--- src/rtl/lsu_pkg.sv ---
// lsu_pkg: shared definitions for the load/store unit.
//   - access size encodings (SZ_*)
//   - FSM state enum
//   - WORD_BYTES and derived lane-address width
//   - latched request struct
//   - alignment helpers
package lsu_pkg;

  localparam logic [1:0] SZ_BYTE = 2'b00;
  localparam logic [1:0] SZ_HALF = 2'b01;
  localparam logic [1:0] SZ_WORD = 2'b10;
  localparam logic [1:0] SZ_ILL  = 2'b11;

  localparam int unsigned WORD_BYTES = 4;
  localparam int unsigned LO_BITS    = $clog2(WORD_BYTES);

  typedef enum logic [1:0] {IDLE, READ, WRITE, RESP} lsu_state_e;

  // Only the fields still needed after accept are kept; the word address
  // goes straight into mem_a at accept time.
  typedef struct packed {
    logic               we;
    logic [1:0]         size;
    logic               zext;
    logic [LO_BITS-1:0] lo;
    logic [31:0]        wdata;
  } lsu_req_t;

  function automatic logic misaligned(logic [1:0] size, logic [LO_BITS-1:0] lo);
    return (size == SZ_HALF && lo[0]) || (size == SZ_WORD && lo != '0);
  endfunction

  // Clear the low address bits down to the natural alignment of the size.
  function automatic logic [31:0] align_addr(logic [1:0] size, logic [31:0] addr);
    case (size)
      SZ_HALF: return {addr[31:1], 1'b0};
      SZ_WORD: return {addr[31:2], 2'b00};
      default: return addr;
    endcase
  endfunction

endpackage

--- src/rtl/lsu_byte_lane.sv ---
// lsu_byte_lane: combinational lane extract / merge.
//   word    : word read from memory
//   lo      : byte offset within the word
//   size    : access size (SZ_*)
//   zext    : 1 = zero-extend loads, 0 = sign-extend
//   wdata   : right-aligned store data
//   ld_data : extracted and extended load data
//   st_word : word with the addressed byte/half replaced by wdata
module lsu_byte_lane
  import lsu_pkg::*;
(
  input  logic [31:0]        word,
  input  logic [LO_BITS-1:0] lo,
  input  logic [1:0]         size,
  input  logic               zext,
  input  logic [31:0]        wdata,
  output logic [31:0]        ld_data,
  output logic [31:0]        st_word
);

  logic [7:0]  b;
  logic [15:0] h;

  always_comb begin
    b       = word[{lo, 3'b000} +: 8];
    h       = lo[1] ? word[31:16] : word[15:0];
    ld_data = word;
    st_word = wdata;
    case (size)
      SZ_BYTE: begin
        ld_data = {{24{b[7] & ~zext}}, b};
        st_word = word;
        st_word[{lo, 3'b000} +: 8] = wdata[7:0];
      end
      SZ_HALF: begin
        ld_data = {{16{h[15] & ~zext}}, h};
        st_word = word;
        if (lo[1]) st_word[31:16] = wdata[15:0];
        else       st_word[15:0]  = wdata[15:0];
      end
      default: ;
    endcase
  end

endmodule

--- src/rtl/load_store_unit.sv ---
// load_store_unit: single-outstanding load/store engine in front of a
// combinational-read, posedge-write word memory.
//   clk, rst (async, active low)
//   req_*      : request handshake; fields latched at accept
//   resp_*     : one-cycle completion pulse with extended load data / error
//   mem_*      : word memory port (mem_rd is combinational on mem_a)
// Config: define LSU_MISALIGN_TRAP_EN to reject misaligned half/word
// accesses; otherwise they are silently aligned down.
module load_store_unit
  import lsu_pkg::*;
#(
  parameter int unsigned WORDS = 1024
) (
  input  logic        clk,
  input  logic        rst,
  input  logic        req_valid,
  output logic        req_ready,
  input  logic        req_we,
  input  logic [1:0]  req_size,
  input  logic        req_unsigned,
  input  logic [31:0] req_addr,
  input  logic [31:0] req_wdata,
  output logic        resp_valid,
  output logic [31:0] resp_rdata,
  output logic        resp_err,
  output logic        mem_we,
  output logic [31:0] mem_a,
  output logic [31:0] mem_wd,
  input  logic [31:0] mem_rd
);

  lsu_state_e  state;
  lsu_req_t    cur;
  logic        acc, err;
  logic [31:0] acc_addr, ld_data, st_word;

  always_comb begin
    acc = req_valid && req_ready;
`ifdef LSU_MISALIGN_TRAP_EN
    acc_addr = req_addr;
    err = (req_size == SZ_ILL) || ({2'b00, req_addr[31:2]} >= WORDS) ||
          misaligned(req_size, req_addr[LO_BITS-1:0]);
`else
    acc_addr = align_addr(req_size, req_addr);
    err = (req_size == SZ_ILL) || ({2'b00, req_addr[31:2]} >= WORDS);
`endif
  end

  lsu_byte_lane u_lane (
    .word    (mem_rd),
    .lo      (cur.lo),
    .size    (cur.size),
    .zext    (cur.zext),
    .wdata   (cur.wdata),
    .ld_data (ld_data),
    .st_word (st_word)
  );

  // All outputs are registered and updated alongside the state, so they
  // already hold the values of the state being entered.
  always_ff @(posedge clk or negedge rst) begin
    if (!rst) begin
      state      <= IDLE;
      cur        <= '0;
      req_ready  <= 1'b1;
      mem_we     <= 1'b0;
      mem_a      <= '0;
      mem_wd     <= '0;
      resp_valid <= 1'b0;
      resp_err   <= 1'b0;
      resp_rdata <= '0;
    end else begin
      case (state)
        IDLE: if (acc) begin
          cur       <= '{we: req_we, size: req_size, zext: req_unsigned,
                         lo: acc_addr[LO_BITS-1:0], wdata: req_wdata};
          req_ready <= 1'b0;
          if (err) begin
            state      <= RESP;
            resp_valid <= 1'b1;
            resp_err   <= 1'b1;
          end else if (req_we && req_size == SZ_WORD) begin
            // Full-word stores need no read-modify-write.
            state  <= WRITE;
            mem_we <= 1'b1;
            mem_a  <= {acc_addr[31:LO_BITS], {LO_BITS{1'b0}}};
            mem_wd <= req_wdata;
          end else begin
            state <= READ;
            mem_a <= {acc_addr[31:LO_BITS], {LO_BITS{1'b0}}};
          end
        end
        READ: begin
          if (cur.we) begin
            state  <= WRITE;
            mem_we <= 1'b1;
            mem_wd <= st_word;
          end else begin
            state      <= RESP;
            mem_a      <= '0;
            resp_valid <= 1'b1;
            resp_rdata <= ld_data;
          end
        end
        WRITE: begin
          state      <= RESP;
          mem_we     <= 1'b0;
          mem_a      <= '0;
          mem_wd     <= '0;
          resp_valid <= 1'b1;
        end
        RESP: begin
          state      <= IDLE;
          req_ready  <= 1'b1;
          resp_valid <= 1'b0;
          resp_err   <= 1'b0;
          resp_rdata <= '0;
        end
        default: state <= IDLE;
      endcase
    end
  end

endmodule

--- config.mk ---
export PLATFORM = sky130hd
export DESIGN_NAME = load_store_unit
export DESIGN_NICKNAME = d
export VERILOG_FILES = /design/src/rtl/lsu_pkg.sv /design/src/rtl/lsu_byte_lane.sv /design/src/rtl/load_store_unit.sv
export SDC_FILE = /design/constraint.sdc
export NUM_CORES = 1
export LEC_CHECK = 0
export ABC_AREA = 1
export CAP_MARGIN = 20
export CORE_ASPECT_RATIO = 1.25
export CORE_MARGIN = 2
export CORE_UTILIZATION = 50
export CTS_BUF_LIST = sky130_fd_sc_hd__clkbuf_16
export DETAILED_ROUTE_END_ITERATION = 6
export MAX_ROUTING_LAYER = met4
export PLACE_DENSITY = 0.81
export SLEW_MARGIN = 0
export SYNTH_ARGS = -nofsm -noshare
export SYNTH_HDL_FRONTEND = slang
export SYNTH_SLANG_ARGS = --single-unit
--- constraint.sdc ---
create_clock -name clk -period 2.9 [get_ports clk]
set_input_delay 0.29 -clock clk [delete_from_list [all_inputs] [get_ports clk]]
set_output_delay 0.29 -clock clk [all_outputs]
set_load 0.1 [all_outputs]
==> results of run 1 <==
-- metal layers --
| layer | GRT usage [%] | routed length, um |
|---|---|---|
| met4 | 11.9 | 888 |
| met1 | 39.1 | 10400 |
| met2 | 46.9 | 11500 |
| met3 | 6.02 | 1540 |
| met5 | - | 0 |
-- worst max-delay path, delay by kind of cell (launching register included) --
kind / cells / cell delay [ns]
adders and majority gates: 1 / 0.26
buffers and inverters: 4 / 1.15
DFF: 1 / 0.41
and+or+nand+nor: 3 / 0.46
-- cells in the mapped netlist (all sizes together), types with 9 or more instances --
cell and count:
o21ai 52, nor2 56, nand3 90, dfrtp 137, nand4 9, clkbuf 23, o211ai 26, a21boi 20
nand2 524, inv 81, a21oi 41, buf 38, ha 13
-- power breakdown --
part	switching [mW]	total (mW)	internal (mW)
Clock	0.869	2.57	1.70
Combinational	0.151	0.303	0.152
Sequential	0	1.93	1.93
Total	1.02	4.80	3.78
-- worst min path at each step --
stage / start / endpoint / slack [ns] / depth (start not counted)
after detailed placement: rst / resp_rdata[24] / 0.36 / 1
after global placement: rst / resp_rdata[25] / 0.36 / 1
final: req_unsigned / cur[34] / 0.44 / 3
after CTS: req_wdata[16] / cur[16] / 0.42 / 3
after global routing: req_wdata[13] / cur[13] / 0.45 / 3
after floorplan: rst / cur[0] / -0.006 / 0
-- kinds of logic after synthesis --
| logic type | count (synthesis) | synth area share, % |
|---|---|---|
| AO/OA/AOI/OAI | 149 | 11.3 |
| adder cells (fa/ha/maj) | 13 | 2.05 |
| buffers and inverters | 143 | 7.83 |
| flip-flops | 138 | 43.5 |
| other | 1 | 0.0472 |
| AND/OR/NAND/NOR | 682 | 35.3 |
-- sequential cells by signal, summed over array words and instances (netlist names) --
register    count
mem_wd         32
mem_we          1
resp_err        1
resp_rdata     32
resp_valid      1
cur            38
state           2
req_ready       1
mem_a          30
-- cell type report --
| cell class | count | area, um2 | share of cell area (%) |
|---|---|---|---|
| inverters | 82 | 310 | 2.96 |
| clock buffers | 17 | 425 | 4.05 |
| multi-input cells | 846 | 3870 | 36.9 |
| well taps | 212 | 265 | 2.53 |
| flip-flops and latches | 138 | 3450 | 32.9 |
| clock inverters | 15 | 272 | 2.59 |
| repair buffers | 217 | 1900 | 18.1 |
-- through the flow --
step	area (um2)	hold slack (ns)	util, %
after floorplan	7950	-0.00559	-
after detailed placement	9790	0.359	62.9
after CTS	10500	0.424	67.4
after global placement	9790	0.360	62.9
after global routing	10500	0.451	67.4
final	10500	0.438	67.4
-- repair_timing --
action / CTS / global route
hold buffers: 1 / 0
gates resized for setup: 0 / 0
buffers inserted: 0 / 0
hold endpoints to repair: 75 / 0
==> results_dict.tcl, run 1 <==
set metrics [dict create \
    skew_ns 0.00757 \
    drtIter0Drc 455 \
    drtAntennaViolNets 0 \
    r2r_slack_ns 0.50 \
    pin_count 203 \
    final_common_cell "nand2_1" \
    async_reset_ff_share_pct 100 \
    crit_type "reg -> reg" \
    grt_pass1_wl_um 39100 \
    ys.flop_type "dfrtp_1" \
    n_antenna_cell 0 \
    route.detailed.drc 0 \
    synth_edf_count 0 \
    hp-class "in -> reg" \
    portBuffers 200 \
    rsz0062_at_grt "false" \
    insertion_delay_ns 0.43 \
    slowest_delay_ns 0.68 \
    num-fill-cells 1388 \
    cp-end-kind "flop" \
    wl_um 24400 \
    synthToLayoutAreaGrowth_pct 32.2 \
    p_total_mw 4.80 \
    yosysTopAreaCell "dfrtp_1" \
    root_buffer "clkbuf_16" \
    path_clk_slew_ns 0.06 \
    start_kind "flop" \
    outcome "complete, no violations" \
    worst_path_most_repeated_cell "nand2_1" \
    fin_nets 1418 \
    vias_per_cell 5.22 \
    path_cells "inv_1, ha_1, inv_2, nor2_4, buf_4, clkinv_1, nand2_1, nand2_1" \
    period_minus_slack_ns 2.40 \
    die_h_um 145 \
    power.leakage_nw 5.55 \
    core_um2 15600 \
    yosys_warnings 0 \
    grt_usage_pct 30.3 \
    setup_viol 0 \
    dp_hpwl_um 18200 \
    critPathArrivalTime_ns 2.72 \
    reg2reg_depth 8 \
    dp_slack_ns 0.496 \
    max_slew_margin_pct 36.6 \
    start_util_pct 51.0 \
    drtPass1Iterations 6 \
    cts_max_level 4 \
    peakVddDrop_mv 0.345 \
    startpoint "state[0]" \
    drt-wirelength-per-cell_um 16.0 \
    cts_tree "built" \
    fp.dieW_um 117 \
    cts.sinks 138 \
    max_freq_ghz 0.416 \
    maxCapViolations 0 \
    layout_common_cells "518 x nand2_1, 137 x dfrtp_1, 113 x buf_4" \
    cts_buffers 17 \
    synth_seq_area_share_pct 43.5 \
    grt_pass1_vias 7602 \
    netlist_area_um2 7950 \
    num_rows 51 \
    routabilityCongestion 1.02 \
    vias 7973 \
    clock_path_buffers 2 \
    synth_area_leaders "dfrtp_1 43%, nand2_1 24%, nand3_1 5.0%" \
    grt-ovfl-total 0 \
    die_area_um2 16900 \
    power-per-cell-area_nw_per_um2 457 \
    fin_ws_ns 0.497 \
    slowest_stage "clkinv_1" \
    crit_required_ns 3.22 \
    maxSlewViolCount 0 \
    yosys.area.top_type_share_pct 43.1 \
    critPathCapture "cur[8]" \
    dpl.cell_count 1494 \
    synth_area_per_cell_um2 7.06 \
    ys_seq_elements 138 \
    grt_max_degree 79 \
    synthCells 1126 \
    yosysUniqueCellTypes 37 \
    instances_no_fill 1527 \
    r2r-start "state[0]" \
    drive_gt1_share_pct 13.2 \
    tightestPinTransition_ns 0.949 \
    final.period_utilization_pct 82.8 \
    hold_viol_final 0 \
    crit_fanout 26 \
    r2r_end "cur[8]" \
    tns_ns 0 \
    antenna_found_initial 0 \
]
Power figures use the tool's default switching activity.
==> run 2, diff against run 1 <==
--- a/config.mk
+++ b/config.mk
@@ -9,11 +9,11 @@
 export CAP_MARGIN = 20
 export CORE_ASPECT_RATIO = 1.25
 export CORE_MARGIN = 2
-export CORE_UTILIZATION = 50
+export CORE_UTILIZATION = 45
 export CTS_BUF_LIST = sky130_fd_sc_hd__clkbuf_16
 export DETAILED_ROUTE_END_ITERATION = 6
 export MAX_ROUTING_LAYER = met4
-export PLACE_DENSITY = 0.81
+export PLACE_DENSITY = 0.77
 export SLEW_MARGIN = 0
 export SYNTH_ARGS = -nofsm -noshare
 export SYNTH_HDL_FRONTEND = slang
==> constraint.sdc (replaced) <==
create_clock -name clk -period 2 [get_ports clk]
set_input_delay 0.2 -clock clk [delete_from_list [all_inputs] [get_ports clk]]
set_output_delay 0.2 -clock clk [all_outputs]
set_load 0.1 [all_outputs]
==> run 2 against run 1 <==
Clock power is 25% higher. Combinational power is 49% higher. Highest routed layer unchanged. Hold slack worse by 0.18 ns.
==> results_dict.tcl, run 2 (synthesis gave the netlist of run 1 again) <==
set metrics [dict create \
    outcome "complete, no violations" \
    start_util_pct 45.8 \
    tns_ns 0 \
    critPathArrivalTime_ns 2.19 \
    reg_top3 "cur (38), mem_wd (32), resp_rdata (32)" \
    synthToLayoutAreaGrowth_pct 34.3 \
    cts.sinks 138 \
    die_h_um 153 \
    slowest_delay_ns 0.39 \
    core_um2 17400 \
    instances_no_fill 1558 \
    wl_um 25000 \
    worst_path_most_repeated_cell "nand2_1" \
    hp-class "in -> async" \
    grt_usage_pct 28.2 \
    layout_common_cells "517 x nand2_1, 137 x dfrtp_1, 125 x buf_4" \
    cts_buffers 17 \
    cp-end-kind "flop" \
    fp.dieW_um 123 \
    drtPass1Iterations 5 \
    whs_ns 0.260 \
    largest_reg_flops 38 \
    vias 8070 \
    route.detailed.drc 0 \
    maxSlewViolCount 0 \
    insertion_delay_ns 0.44 \
    max_freq_ghz 0.535 \
    drtIter0Drc 639 \
    root_buffer "clkbuf_16" \
    grt_max_degree 54 \
    skew_ns 0.0100 \
    cts_max_level 4 \
    clock_path_buffers 2 \
    path_cells "inv_2, buf_4, ha_1, nand2_1, nand3_1, nand3_1, nand2_1, nand2_1, nand2_1, nand2_1" \
    start_kind "flop" \
    fin_ws_ns 0.131 \
    period_minus_slack_ns 1.87 \
    num_rows 54 \
    antenna_found_initial 0 \
    crit_required_ns 2.32 \
    vias_per_cell 5.18 \
    power.leakage_nw 5.62 \
    grt_pass1_wl_um 40000 \
    power-per-cell-area_nw_per_um2 605 \
    dpl.cell_count 1524 \
    die_area_um2 18700 \
    grt_pass1_vias 7733 \
    hold_viol_final 0 \
    placed_area_um2 10000 \
    drive_gt1_share_pct 14.9 \
    drtAntennaViolNets 0 \
    cp_num_buf_inv 2 \
    slowest_stage "dfrtp_1" \
    crit_fanout 24 \
    largest-register "cur" \
    crit_type "reg -> reg" \
    num-fill-cells 1598 \
    dp_slack_ns -0.0563 \
    peakVddDrop_mv 0.552 \
    fin_nets 1437 \
    cp_top_family "simple AND/OR/NAND/NOR gates" \
    grt-ovfl-total 0 \
    n_antenna_cell 0 \
    portBuffers 200 \
    rsz0062_at_grt "true" \
    maxCapViolations 0 \
    setup_viol 0 \
    drt-wirelength-per-cell_um 16.0 \
    post_cts_buffers 0 \
    path_clk_slew_ns 0.06 \
    design_area_um2 10700 \
    cts_tree "built" \
    pin_count 203 \
    routabilityCongestion 0.998 \
    dp_hpwl_um 18900 \
    final_common_cell "nand2_1" \
    final.period_utilization_pct 93.5 \
]
## run 2: cell types whose count changed in the layout (fill, tap and decap cells not counted), sizes merged
cell / change
buf: +18
clkinv: +6
bufinv: -4
clkbuf: +1
clkinvlp: -1
inv: -1
## run 2: power by group
group	internal (mW)	switching (mW)
Clock	1.96	1.25
Combinational	0.226	0.224
Sequential	2.79	0
Total	4.98	1.48
## run 2: layer usage
metal | up-vias | routed length [um] | share of wire, % | GRT usage, %
li1 | 3972 | - | - | -
met1 | 3744 | 10600 | 43 | 36.4
met2 | 304 | 11900 | 47 | 43.6
met3 | 50 | 1660 | 6.6 | 5.43
met4 | 0 | 839 | 3.4 | 11.2
met5 | - | 0 | 0 | -
## run 2: path summary, 6_finish.rpt
kind,from,to,slack (ns),cells after the start
min reg2reg,cur[30],cur[30],0.48,2
min,rst,cur[8],0.26,2
max,cur[33],mem_wd[9],0.13,10
max in group asynchronous,rst,req_ready,1.03,3
max reg2reg,cur[33],mem_wd[9],0.13,10
min in group clk,req_unsigned,cur[34],0.33,3
## run 2: per-stage QoR
stage	power, mW	utilization, %
after floorplan	2.95	-
after global placement	3.29	57.7
after detailed placement	3.29	57.7
after CTS	6.49	61.2
after global routing	6.65	61.5
final	6.46	61.5
## run 2: worst reg2reg max path, cell delays in order, from the launching register on
cell and delay (ns):
dfrtp_1 0.39, inv_2 0.08, buf_4 0.27, ha_1 0.28
nand2_1 0.19, nand3_1 0.18, nand3_1 0.09, nand2_1 0.07
nand2_1 0.08, nand2_1 0.08, nand2_1 0.05
## run 2: repair_timing
action	CTS	global route
gates cloned	0	1
endpoints found under the hold margin	39	0
gates resized for setup	1	10
hold buffers	1	0
endpoints found under the setup margin	10	35
## run 2: layout make-up
class / instances / area [um2] / area share [%]
clock buffers: 17 / 425 / 3.99
clock inverters: 15 / 173 / 1.62
inverters: 82 / 317 / 2.97
multi-input cells: 846 / 3890 / 36.4
flip-flops and latches: 138 / 3450 / 32.4
well taps: 224 / 280 / 2.63
repair buffers: 236 / 2140 / 20.0
==> run 3, diff against run 2 <==
--- a/config.mk
+++ b/config.mk
@@ -14,7 +14,9 @@
 export DETAILED_ROUTE_END_ITERATION = 6
 export MAX_ROUTING_LAYER = met4
 export PLACE_DENSITY = 0.77
+export SETUP_SLACK_MARGIN = 0.02
 export SLEW_MARGIN = 0
 export SYNTH_ARGS = -nofsm -noshare
 export SYNTH_HDL_FRONTEND = slang
 export SYNTH_SLANG_ARGS = --single-unit
+export TNS_END_PERCENT = 10
==> run 3 against run 2 <==
Setup slack worse by 0.0079 ns. Largest power group unchanged. Register-to-register slack hardly changed. Routed wire length is 0.86% lower. Maximum frequency decreased by 0.42%. Sequential share of layout area about the same. Critical endpoint is now mem_wd[19]. Clock skew rose by 0.0027 ns. First-iteration DRC count down 8.1%.
==> results_dict.tcl, run 3 (synthesis gave the netlist of run 1 again) <==
set metrics [dict create \
    core_um2 17400 \
    wl_um 24800 \
    fin_nets 1438 \
    grt_pass1_wl_um 40000 \
    finalCoreUtilization_pct 61.4 \
    vias 8065 \
    maxSlewViolCount 0 \
    crit_fanout 12 \
    grt_usage_pct 28.2 \
    grt_max_degree 54 \
    critPathArrivalTime_ns 2.20 \
    crit_required_ns 2.32 \
    start_util_pct 45.8 \
    path_clk_slew_ns 0.06 \
    num-fill-cells 1600 \
    cts_max_level 4 \
    peakVddDrop_mv 0.545 \
    final.period_utilization_pct 93.8 \
    drive_gt1_share_pct 15.0 \
    die_area_um2 18700 \
    route.detailed.drc 0 \
    placed_area_um2 10000 \
    crit_type "reg -> reg" \
    outcome "complete, no violations" \
    routabilityCongestion 0.998 \
    n_antenna_cell 0 \
    setup_viol 0 \
    power-per-cell-area_nw_per_um2 605 \
    power.leakage_nw 5.61 \
    layout_common_cells "517 x nand2_1, 137 x dfrtp_1, 125 x buf_4" \
    root_buffer "clkbuf_16" \
    drtAntennaViolNets 0 \
    synthToLayoutAreaGrowth_pct 34.3 \
    dp_hpwl_um 18900 \
    maxCapViolations 0 \
    largest-register "cur" \
    antenna_found_initial 0 \
    pin_count 203 \
    rsz0062_at_grt "true" \
    final_common_cell "nand2_1" \
    hold_viol_final 0 \
    period_minus_slack_ns 1.88 \
    insertion_delay_ns 0.43 \
    num_rows 54 \
    drtPass1Iterations 5 \
    die_h_um 153 \
    portBuffers 200 \
    skew_ns 0.0128 \
    max_freq_ghz 0.533 \
    clock_path_buffers 2 \
    design_area_um2 10700 \
    cts_buffers 17 \
    cts_tree "built" \
    vias_per_cell 5.17 \
    grt-ovfl-total 0 \
    reg_top3 "cur (38), mem_wd (32), resp_rdata (32)" \
    drtIter0Drc 587 \
    largest_reg_flops 38 \
    hp-class "in -> async" \
    grt_pass1_vias 7733 \
    start_kind "flop" \
    fp.dieW_um 123 \
    cts.sinks 138 \
    cp-end-kind "flop" \
    drt-wirelength-per-cell_um 15.9 \
]
==> run 3: changes by cell type in the layout (fill, tap and decap cells not counted), sizes merged <==
cell,change
clkinvlp,+1
clkbuf,-1
buf,+1
==> run 3: timing repair <==
item	CTS	global route
pin swaps	0	0
resized for setup	1	11
hold endpoints to repair	39	0
endpoints found under the setup margin	10	40
hold buffers	1	0
gates cloned	0	1
buffers inserted	0	1
==> run 3: area by class of cell <==
cell class / instances / area (um2) / share of cell area, %
Multi-Input combinational cell: 846 / 3890 / 36.4
Tap cell: 224 / 280 / 2.63
Timing Repair inverter: 1 / 7.51 / 0.0704
Sequential cell: 138 / 3450 / 32.4
Clock inverter: 15 / 173 / 1.62
Clock buffer: 17 / 425 / 3.99
Inverter: 82 / 319 / 2.99
Timing Repair Buffer: 236 / 2120 / 19.9
==> run 3: routing by layer <==
metal	up-vias	GRT usage, %	routed length [um]
li1	3972	-	-
met4	0	11.2	818
met5	-	-	0
met1	3700	36.4	10400
met3	47	5.43	1770
met2	346	43.6	11800
==> run 3: worst max-delay path, cell delays in order, from the launching register on <==
cell        delay (ns)
dfrtp_1           0.43
inv_1             0.12
ha_2              0.30
nand2_1           0.25
clkinvlp_4        0.31
nand2_1           0.16
nand2_1           0.09
nand2_1           0.07
nand2_1           0.05
==> run 3: stage by stage <==
step / cells / hold slack (ns) / power, mW / TNS (ns) / setup slack (ns)
detailed placement: 1524 / 0.151 / 3.29 / -0.467 / -0.0563
CTS: 1557 / 0.277 / 6.49 / 0 / 0.0778
floorplan: 1127 / -0.0956 / 2.95 / 0 / 0.0560
global route: 1559 / 0.290 / 6.65 / 0 / 0.000374
global placement: 1524 / 0.150 / 3.29 / 0 / 0.0165
finish: 1559 / 0.270 / 6.45 / 0 / 0.123
==> run 3: path summary, 6_finish.rpt <==
path	start	endpoint	slack (ns)	cells after the start
max reg2reg	state[1]	mem_wd[19]	0.12	8
max	state[1]	mem_wd[19]	0.12	8
min	rst	cur[8]	0.27	2
min in group clk	req_unsigned	cur[34]	0.34	3
min reg2reg	cur[23]	cur[23]	0.48	2
max in group asynchronous	rst	req_ready	1.02	3
==> run 3: power by group <==
group / total, mW / internal, mW / leakage, nW / switching (mW)
sequential: 2.79 / 2.79 / 1.68 / 0
combinational: 0.449 / 0.226 / 3.64 / 0.223
clock: 3.21 / 1.96 / 0.293 / 1.25
